<file path="src/rtl/alu_muldiv_pkg.sv">
// Shared constants for the ALU op interface and the multiply/divide controller.
// Opcodes match the existing 4-bit combinational ALU.
package alu_muldiv_pkg;

   localparam int ALU_W = 4;

   localparam logic [2:0] ALU_ADD = 3'b000;
   localparam logic [2:0] ALU_SUB = 3'b001;
   localparam logic [2:0] ALU_NOT = 3'b010;
   localparam logic [2:0] ALU_AND = 3'b011;
   localparam logic [2:0] ALU_OR  = 3'b100;
   localparam logic [2:0] ALU_XOR = 3'b101;
   localparam logic [2:0] ALU_LT  = 3'b110;
   localparam logic [2:0] ALU_EQ  = 3'b111;

   localparam logic MODE_MUL = 1'b0;
   localparam logic MODE_DIV = 1'b1;

   typedef enum logic [1:0] {
      ST_IDLE = 2'b00,
      ST_RUN  = 2'b01,
      ST_DONE = 2'b10
   } ctrl_state_t;

endpackage

</file>
<file path="src/rtl/alu.sv">
// Existing 4-bit combinational ALU; subtract reports carry=1 when no borrow occurs.
module alu
   import alu_muldiv_pkg::*;
(
   input  logic [2:0]       op,
   input  logic [ALU_W-1:0] in_x,
   input  logic [ALU_W-1:0] in_y,
   output logic [ALU_W-1:0] out_s,
   output logic             out_c,
   output logic             zero,
   output logic             overflow
);
   logic [ALU_W:0] sum_ext;

   always_comb begin
      sum_ext  = '0;
      out_s    = '0;
      out_c    = 1'b0;
      overflow = 1'b0;
      case (op)
         ALU_ADD: begin
            sum_ext  = {1'b0, in_x} + {1'b0, in_y};
            out_s    = sum_ext[ALU_W-1:0];
            out_c    = sum_ext[ALU_W];
            overflow = (in_x[ALU_W-1] == in_y[ALU_W-1]) && (out_s[ALU_W-1] != in_x[ALU_W-1]);
         end
         ALU_SUB: begin
            sum_ext  = {1'b0, in_x} + {1'b0, ~in_y} + {{ALU_W{1'b0}}, 1'b1};
            out_s    = sum_ext[ALU_W-1:0];
            out_c    = sum_ext[ALU_W];
            overflow = (in_x[ALU_W-1] != in_y[ALU_W-1]) && (out_s[ALU_W-1] != in_x[ALU_W-1]);
         end
         ALU_NOT: out_s = ~in_x;
         ALU_AND: out_s = in_x & in_y;
         ALU_OR:  out_s = in_x | in_y;
         ALU_XOR: out_s = in_x ^ in_y;
         ALU_LT:  out_s = {{(ALU_W-1){1'b0}}, (in_x < in_y)};
         default: out_s = {{(ALU_W-1){1'b0}}, (in_x == in_y)};
      endcase
      zero = (out_s == '0);
   end
endmodule

</file>
<file path="src/rtl/alu_muldiv_top.sv">
// Integration wrapper joining the controller to the shared 4-bit ALU.
// ALU flags are exported for other consumers; the controller does not use them.
module alu_muldiv_top
   import alu_muldiv_pkg::*;
(
   input  logic             clk,
   input  logic             rst,
   input  logic             start,
   input  logic             mode,
   input  logic [ALU_W-1:0] opa,
   input  logic [ALU_W-1:0] opb,
   output logic             busy,
   output logic             done,
   output logic             err,
   output logic [ALU_W-1:0] res_hi,
   output logic [ALU_W-1:0] res_lo,
   output logic             alu_zero,
   output logic             alu_overflow
);
   logic [2:0]       alu_op;
   logic [ALU_W-1:0] alu_x, alu_y, alu_s;
   logic             alu_c;

   alu u_alu (
      .op       (alu_op),
      .in_x     (alu_x),
      .in_y     (alu_y),
      .out_s    (alu_s),
      .out_c    (alu_c),
      .zero     (alu_zero),
      .overflow (alu_overflow)
   );

   alu_muldiv_ctrl #(.W(ALU_W)) u_ctrl (
      .clk    (clk),
      .rst    (rst),
      .start  (start),
      .mode   (mode),
      .opa    (opa),
      .opb    (opb),
      .busy   (busy),
      .done   (done),
      .err    (err),
      .res_hi (res_hi),
      .res_lo (res_lo),
      .alu_op (alu_op),
      .alu_x  (alu_x),
      .alu_y  (alu_y),
      .alu_s  (alu_s),
      .alu_c  (alu_c)
   );
endmodule

</file>
<file path="src/rtl/alu_muldiv_ctrl.sv">
// Multi-cycle unsigned multiply (shift-add) / restoring divide controller that
// drives the external ALU one operation per clock.
module alu_muldiv_ctrl
   import alu_muldiv_pkg::*;
#(
   parameter int W = 4
) (
   input  logic         clk,
   input  logic         rst,
   input  logic         start,
   input  logic         mode,
   input  logic [W-1:0] opa,
   input  logic [W-1:0] opb,
   output logic         busy,
   output logic         done,
   output logic         err,
   output logic [W-1:0] res_hi,
   output logic [W-1:0] res_lo,
   output logic [2:0]   alu_op,
   output logic [W-1:0] alu_x,
   output logic [W-1:0] alu_y,
   input  logic [W-1:0] alu_s,
   input  logic         alu_c
);
   localparam int CW = (W > 1) ? $clog2(W) : 1;

   ctrl_state_t   state_reg;
   logic          mode_reg;
   logic [W-1:0]  hi_reg;      // acc_hi (multiply) or remainder R (divide)
   logic [W-1:0]  lo_reg;      // acc_lo (multiply) or quotient Q (divide)
   logic [W-1:0]  b_reg;       // multiplicand or divisor
   logic [CW-1:0] cnt_reg;
   logic          busy_reg, done_reg, err_reg;
   logic [W-1:0]  res_hi_reg, res_lo_reg;

   logic [W-1:0]  rs;
   logic          ok;
   logic [2*W:0]  mul_vec;
   logic [W-1:0]  hi_next, lo_next;

   assign rs      = {hi_reg[W-2:0], lo_reg[W-1]};
   assign ok      = hi_reg[W-1] | alu_c;
   assign mul_vec = {alu_c, alu_s, lo_reg};

   always_comb begin
      alu_op  = ALU_ADD;
      alu_x   = '0;
      alu_y   = '0;
      hi_next = hi_reg;
      lo_next = lo_reg;
      if (state_reg == ST_RUN) begin
         if (mode_reg == MODE_MUL) begin
            alu_x   = hi_reg;
            alu_y   = lo_reg[0] ? b_reg : '0;
            hi_next = mul_vec[2*W:W+1];
            lo_next = mul_vec[W:1];
         end else begin
            alu_op  = ALU_SUB;
            alu_x   = rs;
            alu_y   = b_reg;
            hi_next = ok ? alu_s : rs;
            lo_next = {lo_reg[W-2:0], ok};
         end
      end
   end

   always_ff @(posedge clk or posedge rst) begin
      if (rst) begin
         state_reg  <= ST_IDLE;
         mode_reg   <= MODE_MUL;
         hi_reg     <= '0;
         lo_reg     <= '0;
         b_reg      <= '0;
         cnt_reg    <= '0;
         busy_reg   <= 1'b0;
         done_reg   <= 1'b0;
         err_reg    <= 1'b0;
         res_hi_reg <= '0;
         res_lo_reg <= '0;
      end else begin
         case (state_reg)
            ST_IDLE: begin
               done_reg <= 1'b0;
               if (start) begin
                  mode_reg <= mode;
                  err_reg  <= 1'b0;
                  cnt_reg  <= '0;
                  hi_reg   <= '0;
                  lo_reg   <= opa;
                  b_reg    <= opb;
                  if (mode == MODE_DIV && opb == '0) begin
                     err_reg    <= 1'b1;
                     res_hi_reg <= opa;
                     res_lo_reg <= '1;
                     done_reg   <= 1'b1;
                     state_reg  <= ST_DONE;
                  end else begin
                     busy_reg  <= 1'b1;
                     state_reg <= ST_RUN;
                  end
               end
            end
            ST_RUN: begin
               hi_reg  <= hi_next;
               lo_reg  <= lo_next;
               cnt_reg <= cnt_reg + 1'b1;
               // Results are captured on the final step so they are valid alongside done.
               if (cnt_reg == CW'(W-1)) begin
                  busy_reg   <= 1'b0;
                  done_reg   <= 1'b1;
                  res_hi_reg <= hi_next;
                  res_lo_reg <= lo_next;
                  state_reg  <= ST_DONE;
               end
            end
            ST_DONE: begin
               done_reg  <= 1'b0;
               state_reg <= ST_IDLE;
            end
            default: begin
               busy_reg  <= 1'b0;
               done_reg  <= 1'b0;
               state_reg <= ST_IDLE;
            end
         endcase
      end
   end

   assign busy   = busy_reg;
   assign done   = done_reg;
   assign err    = err_reg;
   assign res_hi = res_hi_reg;
   assign res_lo = res_lo_reg;
endmodule
</file>
<file path="config.mk">
export PLATFORM = sky130hd
export DESIGN_NAME = alu_muldiv_top
export DESIGN_NICKNAME = d
export VERILOG_FILES = /design/src/rtl/alu_muldiv_pkg.sv /design/src/rtl/alu.sv /design/src/rtl/alu_muldiv_top.sv /design/src/rtl/alu_muldiv_ctrl.sv
export SDC_FILE = /design/constraint.sdc
export NUM_CORES = 1
export LEC_CHECK = 0
export CORE_ASPECT_RATIO = 0.6
export CORE_UTILIZATION = 35
export CTS_BUF_LIST = sky130_fd_sc_hd__clkbuf_8
export CTS_CLUSTER_DIAMETER = 100
export DETAILED_ROUTE_END_ITERATION = 16
export PLACE_DENSITY_LB_ADDON = 0.08
export SETUP_SLACK_MARGIN = 0.15
export SYNTH_ARGS = -nofsm -noshare
export SYNTH_HDL_FRONTEND = slang
export SYNTH_SLANG_ARGS = --single-unit
</file>
<file path="constraint.sdc">
create_clock -name clk -period 3 [get_ports clk]
set_input_delay 0.6 -clock clk [delete_from_list [all_inputs] [get_ports clk]]
set_output_delay 0.6 -clock clk [all_outputs]
set_load 0.02 [all_outputs]
</file>
Word-level counts from Yosys, hierarchy flattened
Cells that the tools add are included.
- register bits after elaboration: 28
- bits of input ports: 12
- word-level logic and storage cells: 93
- $add $sub $neg: 4
- order comparisons: 1
- equal/unequal tests: 18
- multiplexer cells: 39
- bitwise gates (word level): 7
- reduce and logical (&&, ||, !) cells: 13
- operators with widths (cell ; number):
    $mux W4 ; 16
    $pmux W4 S2 ; 4
    $pmux W4 S7 ; 1
    $add A4 B4 Y5 ; 2
    $eq A3 B3 Y1 const B ; 3
    $logic_not A4 Y1 ; 2
    $mux W1 ; 8
    $mux W2 ; 4
    $not A4 Y4 ; 2
    $pmux W2 S2 ; 2
    $reduce_and A4 Y1 ; 2
    $eq A3 B2 Y1 const B ; 2
    $ne A2 B2 Y1 const B ; 3
    $pmux W1 S2 ; 3
    $reduce_and A2 Y1 ; 3
    $add A5 B1 Y5 const B ; 1
    $and A4 B4 Y4 ; 1
    $eq A2 B2 Y1 const B ; 2
    $eq A4 B4 Y1 ; 1
    $lt A4 B4 Y1 ; 1
    $or A4 B4 Y4 ; 1
    $xor A4 B4 Y4 ; 1
    $eq A3 B1 Y1 const B ; 1
    $logic_and A1 B1 Y1 ; 3
    other kinds (11) ; 13

Logic depth before layout (Yosys ltp)
Gate-level depths: netlist of the first run.
- depth in word-level cells: 12
- gate-level depth with buffers: 13
- gate-level depth less buffers: 11

Modules after synthesis
A second synthesis of the first run with hierarchy kept.
- cell total of the unflattened synthesis: 244
- area total of the unflattened synthesis: 2087.0 um^2
- by module, submodules not included (module ; instances ; cells each ; area each (um^2)):
    alu_muldiv_ctrl ; 1 ; 156 ; 1467.7
    alu ; 1 ; 88 ; 619.3

Worst setup path after synthesis of the first run
OpenSTA, ideal clock, no wires.
- kind: register to output
- start point: reg u_ctrl.mode_reg
- end point: out alu_zero
- data arrival time: 2678 ps
- path slack: -278 ps
- cell stages (with the launch flop): 12
- path through: dfrtp_1 > buf_4 > clkbuf_1 > nor2_1 > nor2_1 > nand2_1 > ha_1 > buf_2 > a211oi_1 > nor3_1 > o21ai_0 > nor4b_2
- word-level cells in the longest chain between the ends: 7
- elaborated cells between the ends (all ways): 25
- classes of those cells: add/sub (3); order compare (1); eq/ne (7); mux (7); bitwise (5); reduce/logical (2)
- ends and longest elaborated chain (element ; line ; RTL):
    from (decl) ; alu_muldiv_ctrl.sv:28 ; logic mode_reg;
    from (signal assigned) ; alu_muldiv_ctrl.sv:85 ; mode_reg <= mode;
    $mux W4 ; alu_muldiv_ctrl.sv:52 ; if (mode_reg == MODE_MUL) begin
    $mux W4 ; alu_muldiv_ctrl.sv:51 ; if (state_reg == ST_RUN) begin
    $not A4 Y4 ; alu.sv:28 ; sum_ext = {1'b0, in_x} + {1'b0, ~in_y} + {{ALU_W{1'b0}}, 1'b1};
    $add A4 B4 Y5 ; alu.sv:28 ;
    $add A5 B1 Y5 ; alu.sv:28 ;
    $pmux W4 S7 * ; alu.sv:20 ; case (op)
    $logic_not A4 Y1 * ; alu.sv:40 ; zero = (out_s == '0);
    to (decl) ; alu_muldiv_top.sv:17 ; output logic alu_zero,
Every way passes the cells marked *; elsewhere a longest branch is shown, timed or not.

Final worst setup path of the first run
Ends and elaborated chain as after synthesis.

==> results.cfg, run 1 <==
[run_status]
status = finished with violations
violations = negative setup slack

[logic_synthesis]
synth_top_area_cell = dfrtp_1
synth_flop_cell = dfrtp_1
synth.most_common_cell = nand2_1
synth_common_cells = 33 x nand2_1, 28 x dfrtp_1, 19 x nor2_1
yosysSeqAreaShare_pct = 35.1
synthesis.area_um2 = 2000
synth_edf_count = 0
synth-seq-cells = 28
synth_area_per_cell_um2 = 8.79
ys_types = 64
synth_cells = 227
synth_top_cell_area_share_pct = 35.1
synth_area_leaders = dfrtp_1 35%, nand2_1 6.2%, ha_1 5.6%
synth-warning-count = 0
syn_nets = 248
async_flop_share_pct = 100

[timing]
worst_pin_slew_ps = 771
fin_worst_skew_ps = 2.48
hold_viol_final = 0
grt_setup_unrepaired = yes
hold_slack_ps = 516
postLayoutSetupSlackWorst_ps = -171
setup_viol = 2
slew_violations = 0
finalCritPeriodShare_pct = 106
fin_crit_ps = 3170
slew_headroom_pct = 48.5
fmax_ghz = 0.315

[detailed_routing]
via_per_inst = 5.26
drt_iter0_markers = 95
antenna_left = 0
drt_first_pass_iters = 4
vias = 1962
wl_per_cell_um = 16.0
drc = 0
wl_um = 5970

[worst_setup_path]
r2r_cells = 13
crit_buf_inv = 1
cp_max_fo = 6
crit_slowest_cell = dfrtp_2
cp_data_arrival_time_ps = 2570
worstSetupPathDepth = 10
crit_path_start_kind = flip-flop
worstReg2RegStart = u_ctrl.mode_reg$_DFFE_PP0P_
path_delay_family = simple AND/OR/NAND/NOR gates
worstPathRequired_ps = 2400
crit_path_start = u_ctrl.mode_reg$_DFFE_PP0P_
path_class = flip-flop to output pin
setup.worst_path.end_class = output pin
max_stage_delay_ps = 460
crit_chain = mux2_4, and2_4, ha_4, and3_4, a31oi_4, a211oi_2, nor3_2, nor3_4, nor4b_4, buf_4

[finish]
syn_to_final_growth_pct = 49.2
drive_above_1_share_pct = 36.5
final_area_um2 = 2980
fin_nets = 319
nFillCells = 478
antenna_cells = 0

[grt]
grt_max_degree = 29
gr-total-overflow = 0
grt_pass1_vias = 1883
grt_usage_pct = 21.7
antenna_found_initial = 0
grt_pass1_wl_um = 9970

[cts]
cts.sinks = 28
cts_tree = yes
cts_max_level = 1
cts_root_buf = clkbuf_8
insertion_delay_ps = 270
clockBufferDepth = 2
numCtsBuffers = 3
clkSlewWorstSetupHoldPaths_ps = 90
cts_hold_buf = 0

[floorplan]
start_util_pct = 37.8
io_pins = 25
die_area_um2 = 6020
core_area_um2 = 5280
num_rows = 20
fp.dieW_um = 99.5
die_height_um = 60.5

[place]
gp_congestion = 0.826
place_area_um2 = 2690
place_ws_ps = -349
io_buffer_count = 24
dpl.hpwl_um = 4530

[hold_path]
worstHoldPathCells = 1
hold_start = u_ctrl.busy$_DFFE_PP0P_
min_path_type = flip-flop to flip-flop

[power]
power.leakage_nw = 1.28
ir_worst_vdd_uv = 480
powerDensity_nw_per_um2 = 1390

[job]
cap_viol_max_count = 0
-- per-layer routing --
layer	up-vias	wire (µm)	GRT usage [%]
met3	6	354	4.03
met4	0	58	3.78
met5	-	0	0
li1	967	-	-
met2	56	2340	31.8
met1	933	3220	33.4
-- stage by stage --
stage / util (%) / power, mW / instances / setup TNS, ps
after floorplan: - / 2.50 / 227 / 0
after global routing: 56.4 / 4.44 / 373 / -493
final: 56.4 / 4.14 / 373 / -271
after global placement: 51.0 / 3.45 / 359 / -1180
after detailed placement: 51.0 / 3.45 / 359 / -1040
after CTS: 53.1 / 3.80 / 364 / -192
-- worst paths after layout --
path	slack, ps	to
max	-170	alu_zero
max in group asynchronous	2020	u_ctrl.mode_reg$_DFFE_PP0P_
max reg2reg	250	u_ctrl.res_hi[2]$_DFFE_PP0P_
min in group asynchronous	690	u_ctrl.res_hi[1]$_DFFE_PP0P_
min reg2reg	520	u_ctrl.busy$_DFFE_PP0P_
min	520	u_ctrl.busy$_DFFE_PP0P_
-- cell type report --
class                           instances  area (µm²)  share of cell area (%)
Tap cell                               77        96.3                    3.24
Multi-Input combinational cell        174        1430                    48.0
Inverter                               14        57.6                    1.93
Timing Repair Buffer                   77         652                    21.9
Clock buffer                            3        41.3                    1.39
Sequential cell                        28         702                    23.6
-- cell families (layout without fill, tap and decap cells) --
logic type,after synthesis,after routing,synth area share [%]
and+or+nand+nor,84,84,21.1
AOI/OAI and AO/OA,69,69,25.6
DFF,28,28,35.1
buffers and inverters,25,94,6.02
adders and majority gates,10,10,6.14
muxes,9,9,5.14
xor gates and xnor gates,2,2,0.878
-- repair_timing --
item,CTS,global route
gates cloned,0,0
gates resized for setup,22,20
setup buffers,2,9
pin swaps,9,16
endpoints found under the setup margin,6,7
-- placed cells by master, fill, tap and decap left out, types with 5 or more instances in the layout --
cell type,Yosys,final
mux2_2,7,6
inv_1,12,11
nand2_1,33,32
buf_4,4,51
dfrtp_1,28,27
clkdlybuf4s50_1,0,22
nor2_1,19,17
ha_1,9,5
a21oi_1,12,9
a22oi_1,5,5
o21ai_0,13,11
-- where the power goes --
group	internal, mW	leakage, nW	switching (mW)
combinational	1.59	0.929	1.66
sequential	0.550	0.333	0.141
clock	0.0903	0.0216	0.114
(Power assumes the default switching activity.)
==> run 2: changes to the inputs <==
--- a/config.mk
+++ b/config.mk
@@ -11,7 +11,7 @@
 export CTS_CLUSTER_DIAMETER = 100
 export DETAILED_ROUTE_END_ITERATION = 16
 export PLACE_DENSITY_LB_ADDON = 0.08
-export SETUP_SLACK_MARGIN = 0.15
+export SETUP_SLACK_MARGIN = 0.5
 export SYNTH_ARGS = -nofsm -noshare
 export SYNTH_HDL_FRONTEND = slang
 export SYNTH_SLANG_ARGS = --single-unit
==> run 2 against run 1 <==
- the run still ends with negative setup slack left
- core utilization is 3.4 points higher
- highest routed layer unchanged
- cell area is 6.0% higher
- clock skew is 3.4 ps higher
==> results.cfg, run 2 (synthesis results as in run 1) <==
[detailed_routing]
vias = 1992
wl_um = 6020
wl_per_cell_um = 16.1
via_per_inst = 5.33
drt_first_pass_iters = 4
antenna_left = 0
drc = 0
drt_iter0_markers = 107

[floorplan]
fp.dieW_um = 99.5
core_area_um2 = 5280
start_util_pct = 37.8
num_rows = 20
die_area_um2 = 6020
die_height_um = 60.5
io_pins = 25

[finish]
final_cell_mix = 43 x buf_4, 30 x nand2_1, 27 x dfrtp_1
fin_nets = 319
antenna_cells = 0
drive_above_1_share_pct = 41.8
layout_commonest_cell = buf_4
utilization_pct = 59.8
nFillCells = 472
syn_to_final_growth_pct = 58.1

[worst_setup_path]
r2r_cells = 14
cp_data_arrival_time_ps = 2520
worstPathRequired_ps = 2400
crit_path_start = u_ctrl.mode_reg$_DFFE_PP0P_
setup.worst_path.end_class = output pin
crit_path_start_kind = flip-flop
r2r-end = u_ctrl.res_hi[0]$_DFFE_PP0P_
ff2ff_setup_slack_ps = 130
path_class = flip-flop to output pin
worstReg2RegStart = u_ctrl.mode_reg$_DFFE_PP0P_
cp_max_fo = 6

[run_status]
violations = negative setup slack
status = finished with violations

[timing]
worst_pin_slew_ps = 815
grt_setup_unrepaired = yes
slew_headroom_pct = 45.5
fin_crit_ps = 3120
hold_slack_ps = 511
fin_worst_skew_ps = 5.92
hold_viol_final = 0
slew_violations = 0
setup_viol = 2
postLayoutSetupSlackWorst_ps = -122
finalCritPeriodShare_pct = 104
fmax_ghz = 0.320
fin_setup_tns_ps = -231

[place]
dpl.hpwl_um = 4440
io_buffer_count = 24
place_ws_ps = -437
gp_congestion = 0.885

[grt]
grt_pass1_vias = 1875
grt_usage_pct = 21.3
gr-total-overflow = 0
antenna_found_initial = 0
grt_pass1_wl_um = 9700
grt_max_degree = 29

[hold_path]
worstHoldPathCells = 1
min_path_type = flip-flop to flip-flop
hold_path_end = u_ctrl.cnt_reg[0]$_DFFE_PP0P_
hold_start = u_ctrl.cnt_reg[0]$_DFFE_PP0P_

[cts]
cts_root_buf = clkbuf_8
numCtsBuffers = 3
clockBufferDepth = 2
insertion_delay_ps = 280
cts.sinks = 28
cts_hold_buf = 0
cts_tree = yes
clkSlewWorstSetupHoldPaths_ps = 100
cts_max_level = 1

[job]
cap_viol_max_count = 0
## run 2: cell types whose count changed in the layout (fill, tap and decap cells not counted), moves of 2 or more
| cell | change |
|---|---|
| ha_4 | +2 |
| buf_4 | -8 |
| o21ai_1 | +2 |
| nor2_1 | -2 |
| ha_1 | -2 |
| nand2_2 | +2 |
| buf_6 | +7 |
| nor2_2 | +2 |
| nand2_1 | -2 |
| o21ai_0 | -2 |
## run 2: area by class of cell
class,instances,area [µm²],share of cell area [%]
Inverter,14,57.6,1.82
Multi-Input combinational cell,174,1540,48.7
Clock inverter,1,30.0,0.952
Sequential cell,28,702,22.2
Tap cell,77,96.3,3.05
Clock buffer,3,41.3,1.31
Timing Repair Buffer,77,691,21.9
## run 2: worst max path at each step
stage	slack, ps	end	cells after the start
after floorplan	100	alu_zero	11
after global placement	-350	alu_zero	11
after detailed placement	-440	alu_zero	11
after CTS	-140	alu_zero	10
after global routing	-230	alu_zero	11
final	-120	alu_zero	11
## run 2: through the flow
stage / cells / cell area, µm²
floorplan: 227 / 2160
global placement: 352 / 2670
detailed placement: 352 / 2670
CTS: 366 / 2960
global route: 374 / 3160
finish: 374 / 3160
## run 2: routing by layer
layer  vias to the layer above  global-route usage [%]  wire [µm]
li1                        965                       -          -
met1                       963                    32.5       3080
met2                        60                    31.9       2500
met3                         4                    4.15        417
met4                         0                    2.31         20
met5                         -                       0          0
## run 2: timing repair
item                                    CTS  global route
pin swaps                                26            24
gates cloned                              0             0
buffers inserted                         10             8
resized for setup                        42            24
endpoints found under the setup margin   12            12
## run 2: worst max-delay path: stages (launching register included)
cell and delay, ps:
dfrtp_2 470, mux2_4 310, and2_4 160, inv_4 50, ha_4 140, buf_4 100
inv_2 30, ha_4 160, o211a_1 230, a311oi_4 330, nor4b_4 80, buf_4 170
Power of run 2 is not shown: default switching activity piles up to over one toggle a cycle in this logic, so the estimate is an artifact.
==> run 3: changes to the inputs <==
--- a/config.mk
+++ b/config.mk
@@ -5,8 +5,8 @@
 export SDC_FILE = /design/constraint.sdc
 export NUM_CORES = 1
 export LEC_CHECK = 0
-export CORE_ASPECT_RATIO = 0.6
-export CORE_UTILIZATION = 35
+export CORE_ASPECT_RATIO = 0.8
+export CORE_UTILIZATION = 37
 export CTS_BUF_LIST = sky130_fd_sc_hd__clkbuf_8
 export CTS_CLUSTER_DIAMETER = 100
 export DETAILED_ROUTE_END_ITERATION = 16
==> constraint.sdc (replaced) <==
create_clock -name clk -period 3 [get_ports clk]
set_input_delay 0.6 -clock clk [delete_from_list [all_inputs] [get_ports clk]]
set_output_delay 0.6 -clock clk [all_outputs]
set_load 0.01 [all_outputs]
==> run 3 against run 2 <==
- the flow finishes with violations (design-rule violations, negative setup slack)
- cell area fell by 2.8%
- highest routed layer unchanged
- flip-flop and latch count did not move
- final cell count fell by 5.1%
- critical path depth did not move
- setup slack better by 7.3 ps
- wire length decreased by 1.7%
- sequential share of layout area is 0.59 points higher
- clock skew up 2.8 ps
- maximum frequency grew 0.23%
==> results.cfg, run 3 (synthesis results as in run 1) <==
[floorplan]
core_area_um2 = 5090
die_area_um2 = 5690
io_pins = 25
die_height_um = 67.7
start_util_pct = 39.2
fp.dieW_um = 84.1
num_rows = 23

[timing]
fin_crit_ps = 3120
worst_pin_slew_ps = 822
fin_worst_skew_ps = 8.67
hold_viol_final = 0
setup_viol = 2
finalCritPeriodShare_pct = 104
slew_headroom_pct = 45.1
postLayoutSetupSlackWorst_ps = -115
fmax_ghz = 0.321
slew_violations = 0
grt_setup_unrepaired = yes

[worst_setup_path]
ff2ff_setup_slack_ps = 0
crit_path_start = u_ctrl.mode_reg$_DFFE_PP0P_
cp-endpoint = alu_zero
r2r_cells = 17
cpMostUsedCell = nor3_2
cp_max_fo = 4
r2r-end = u_ctrl.res_hi[2]$_DFFE_PP0P_
cp_data_arrival_time_ps = 2520
path_class = flip-flop to output pin
worstPathRequired_ps = 2400
crit_slowest_cell = dfrtp_1
setup.worst_path.end_class = output pin
crit_chain = buf_6, mux2_4, and2_4, ha_4, maj3_2, nand2_1, a211oi_4, nor3_2, nor3_2, nor4b_4, buf_2
worstReg2RegStart = u_ctrl.mode_reg$_DFFE_PP0P_
max_stage_delay_ps = 410
crit_path_start_kind = flip-flop

[cts]
numCtsBuffers = 3
insertion_delay_ps = 280
cts_tree = yes
cts_root_buf = clkbuf_8
cts_max_level = 1
cts.sinks = 28
clockBufferDepth = 2
cts_hold_buf = 0
clkSlewWorstSetupHoldPaths_ps = 100

[finish]
antenna_cells = 0
fin_nets = 315
final_area_um2 = 3070
drive_above_1_share_pct = 40.3
nFillCells = 442
final_cell_mix = 36 x buf_4, 30 x nand2_1, 28 x dfrtp_1
syn_to_final_growth_pct = 53.7
layout_commonest_cell = buf_4
multi_input_area_um2 = 1520
regArea_um2 = 701

[job]
cap_viol_max_count = 0

[grt]
grt_max_degree = 29
use_met3_pct = 4.40
grt_pass1_wl_um = 9480
grt_use_met2_pct = 35.5
gr-total-overflow = 0
grt_usage_pct = 21.6
grt.busiest_layer = met2
antenna_found_initial = 0
use_met1_pct = 30.3
grt_pass1_vias = 1841

[detailed_routing]
drt_iter0_markers = 145
via_per_inst = 5.53
antenna_left = 0
drc = 4
drt_first_pass_iters = 12
wl_um = 5910
vias = 1963
wl_per_cell_um = 16.7

[place]
dpl.hpwl_um = 4170
io_buffer_count = 24
place_area_um2 = 2640
gp_congestion = 0.861
place_ws_ps = -210

[hold_path]
min_path_type = flip-flop to flip-flop

[power]
ir_worst_vdd_uv = 626
power.leakage_nw = 1.29
powerDensity_nw_per_um2 = 1440

[run_status]
status = finished with violations
violations = design-rule violations, negative setup slack
run 3: cell count changes in the layout (fill, tap and decap cells not counted), sizes merged:
cell	before	now
clkbuf	3	4
buf	55	51
bufinv	1	0
run 3: layout make-up:
cell class | instances | share of cell area [%]
flip-flops and latches | 28 | 22.8
repair buffers | 73 | 21.5
inverters | 14 | 1.96
clock buffers | 4 | 1.79
well taps | 62 | 2.53
multi-input cells | 174 | 49.4
run 3: how the worst min path moves through the flow:
stage                     slack [ps]                       endpoint                           from  cells past startpoint
after floorplan                  470   u_ctrl.lo_reg[1]$_DFFE_PP0P_   u_ctrl.lo_reg[1]$_DFFE_PP0P_                      2
after global placement           490  u_ctrl.cnt_reg[0]$_DFFE_PP0P_  u_ctrl.cnt_reg[0]$_DFFE_PP0P_                      1
after detailed placement         490        u_ctrl.done$_DFFE_PP0P_        u_ctrl.done$_DFFE_PP0P_                      2
after CTS                        510  u_ctrl.cnt_reg[0]$_DFFE_PP0P_  u_ctrl.cnt_reg[0]$_DFFE_PP0P_                      1
after global routing             540        u_ctrl.done$_DFFE_PP0P_        u_ctrl.done$_DFFE_PP0P_                      2
final                            510  u_ctrl.cnt_reg[0]$_DFFE_PP0P_  u_ctrl.cnt_reg[0]$_DFFE_PP0P_                      1
run 3: per-layer routing:
layer	vias to the layer above	part of all wire, %
met3	6	5.6
met2	40	44
li1	957	-
met5	-	0
met4	0	0.49
met1	960	49
run 3: report_power, final:
group / switching, mW / internal (mW)
clock network: 0.120 / 0.118
logic: 1.72 / 1.78
registers: 0.125 / 0.548
run 3: critical path, delay by kind of cell, from the launching register on:
kind / cells / cell delay [ps]
AND/OR/NAND/NOR: 5 / 710
flip-flops: 1 / 410
adder cells (fa/ha/maj): 2 / 480
AO/OA/AOI/OAI: 1 / 80
buffers and inverters: 2 / 290
multiplexers: 1 / 290
run 3: metrics by stage:
step | util (%) | cells | power [mW] | setup TNS [ps] | hold WS [ps]
5_1_grt | 60.2 | 355 | 4.73 | -607 | 545
3_3_place_gp | 51.8 | 340 | 3.38 | -321 | 490
4_1_cts | 58.7 | 353 | 4.22 | -47.3 | 513
3_5_place_dp | 51.8 | 340 | 3.39 | -415 | 494
2_1_floorplan | - | 227 | 2.42 | 0 | 467
6_report | 60.2 | 355 | 4.41 | -201 | 510
run 3: timing repair:
| action | CTS | global route |
|---|---|---|
| buffers inserted | 9 | 2 |
| pin swaps | 30 | 5 |
| endpoints found under the setup margin | 12 | 11 |
| gates resized for setup | 59 | 12 |
==> edit: new RTL, flow settings as in run 3 <==
Change the package constant `ALU_W` from 4 to 8.
--- a/src/rtl/alu_muldiv_pkg.sv
+++ b/src/rtl/alu_muldiv_pkg.sv
@@ -2,7 +2,7 @@
 // Opcodes match the existing 4-bit combinational ALU.
 package alu_muldiv_pkg;
 
-   localparam int ALU_W = 4;
+   localparam int ALU_W = 8;
 
    localparam logic [2:0] ALU_ADD = 3'b000;
    localparam logic [2:0] ALU_SUB = 3'b001;
Interface: changed (resized opa, opb, res_hi and res_lo); port bits go from 25 to 41. The function was not compared with the original's and may differ.
==> edit against run 3 <==
The run ends with setup timing left; routed wire length rose by 79%; worst setup slack got worse by 0.52 ns; area after synthesis rose by 67%; synthesized cell count rose by 72%; sequential cell count rose by 21; count of clock-buffer cells in the layout rose by 1; register-to-register slack got worse by 0.25 ns; via count rose by 68%; worst hold slack got worse by 0.020 ns; cell area rose by 71%.
Power is not shown: default switching activity piles up to over one toggle a cycle in this logic, so the estimate is an artifact.
==> edit: results (changes against run 3) <==
Run status
  – Status: finished with violations
  – Failing checks: setup timing

Drt
  – Via count: 3295 (+68%)
  – WL/cell: 16.54 um (-0.70%)
  – Post-DR vias/cell: 5.156 (-6.7%)
  – DR pass1 iterations: 4 (-8)
  – Drt initial violations: 140 (-3.4%)

Clocking
  – Clock-pin transition on the worst setup and hold timing paths: 0.10 ns (about the same)
  – Clk buf depth: 2 (unchanged)
  – Root Driver: clkbuf_8
  – Worst-Skew Late Latency: 0.31 ns (+0.03 ns)
  – Htree depth: 2 (+1)
  – Total CTS buffers: 5 (+2)

Synthesis
  – Top post-synthesis cells by area: dfrtp_1 37%, ha_1 7.1%, nand2_1 6.6%
  – Post-synthesis sequential area ratio: 36.80% (+1.7 points)
  – Post-Syn Nets: 432 (+74%)
  – Ys flop type: dfrtp_1
  – Post-synth ARST share: 100.0% (unchanged)
  – Post-Syn Instances: 391 (+72%)
  – Commonest cells in the netlist: 59 x nand2_1, 49 x dfrtp_1, 34 x nor2_1
  – Yosys cell types: 53 (-17%)

Timing
  – Slew @ Worst Pin: 0.6595 ns (-0.1629 ns)
  – Worst setup margin: -0.6350 ns (-0.5199 ns)
  – Clk_skew: 0.007345 ns (-0.001324 ns)
  – Final setup violation count: 20 (+18)
  – Pins Over Slew Limit: 0 (unchanged)

Worst setup path
  – CP max FO: 5 (+1)
  – Crit path DAT: 3.03 ns (+0.51 ns)
  – Depth of the worst register-to-register path: 14 (-3)
  – Critical path's top delay family: buffers and inverters
  – Slowest-stage cell, CP: dfrtp_1
  – CP peak stage delay: 0.43 ns (+0.02 ns)

Global routing
  – First-pass GRT wire length: 17.06 mm (+80%)
  – Met2 global-route usage: 37.98% (+2.5 points)
  – GRT Total Usage: 24.01% (+2.4 points)
  – Vias in the first global route: 3248 (+76%)
  – Largest net degree at the start of global routing: 28 (-3.4%)
  – M3 GR Usage: 4.936% (+0.54 points)
  – Met1 Usage GRT: 34.05% (+3.7 points)

Final layout
  – Fill cells: 767 (+74%)
  – Final net count: 568 (+80%)
  – Share of layout cells above drive strength 1: 36.62% (-3.7 points)

Place
  – Placer Congestion: 0.8158 (-5.3%)
  – Port Buffers: 40 (+67%)
  – Post-detail-place hpwl: 7.791 mm (+87%)
  – Placed Instances: 600 (+76%)

Min path
  – Hold depth: 2 (+1)
==> edit: through the flow <==
step	util [%]	hold slack, ns	TNS, ns	setup slack (ns)	instance area (um^2)
6_report	61.02	0.4903	-3.776	-0.6350	5245
5_1_grt	61.02	0.5147	-6.677	-0.7778	5245
4_1_cts	59.16	0.4924	-4.136	-0.6333	5085
3_5_place_dp	52.42	0.4669	-4.513	-0.8100	4506
3_3_place_gp	52.42	0.4614	-4.068	-0.7505	4506
2_1_floorplan	-	0.4455	-0.6475	-0.3633	3487
==> edit: layout make-up <==
cell class / instances / area [um^2] / area share, %
multi-input cells: 295 / 2338 / 44.58
repair buffers: 152 / 1331 / 25.38
flip-flops and latches: 49 / 1227 / 23.40
well taps: 112 / 140.1 / 2.672
inverters: 24 / 100.1 / 1.908
clock buffers: 5 / 68.82 / 1.312
clock inverters: 2 / 38.79 / 0.7395
==> edit: cell families (layout without fill, tap and decap cells) <==
logic type / after synthesis / in the layout / synth area share (%)
XOR/XNOR: 11 / 11 / 2.892
flip-flops: 49 / 49 / 36.80
buffers and inverters: 48 / 183 / 6.008
AND/OR/NAND/NOR: 144 / 144 / 19.98
AO/OA/AOI/OAI: 95 / 96 / 18.81
adder cells (fa/ha/maj): 21 / 21 / 8.337
multiplexers: 23 / 23 / 7.172
==> edit: final timing paths <==
check	from	end	slack (ns)
setup / recovery	u_ctrl.mode_reg$_DFFE_PP0P_	alu_zero	-0.63
hold / removal	u_ctrl.b_reg[0]$_DFFE_PP0P_	u_ctrl.b_reg[0]$_DFFE_PP0P_	0.49
setup reg to reg	u_ctrl.mode_reg$_DFFE_PP0P_	u_ctrl.res_hi[6]$_DFFE_PP0P_	-0.25
hold reg to reg	u_ctrl.b_reg[0]$_DFFE_PP0P_	u_ctrl.b_reg[0]$_DFFE_PP0P_	0.49
max in group asynchronous	rst	u_ctrl.hi_reg[4]$_DFFE_PP0P_	1.84
min in group asynchronous	rst	u_ctrl.cnt_reg[1]$_DFFE_PP0P_	0.63
==> edit: layer usage <==
| metal | part of all wire (%) | vias up | routed length [um] |
|---|---|---|---|
| met5 | 0 | - | 0 |
| met4 | 0.76 | 0 | 80 |
| met2 | 45 | 77 | 4770 |
| li1 | - | 1633 | - |
| met3 | 5.8 | 6 | 609 |
| met1 | 48 | 1579 | 5106 |
==> edit: timing repair <==
item,in CTS,in global routing
resized for setup,72,20
gates cloned,1,0
pin swaps,33,20
hold endpoints to repair,0,0
setup buffers,22,9
endpoints found under the setup margin,20,20
hold buffers,0,0
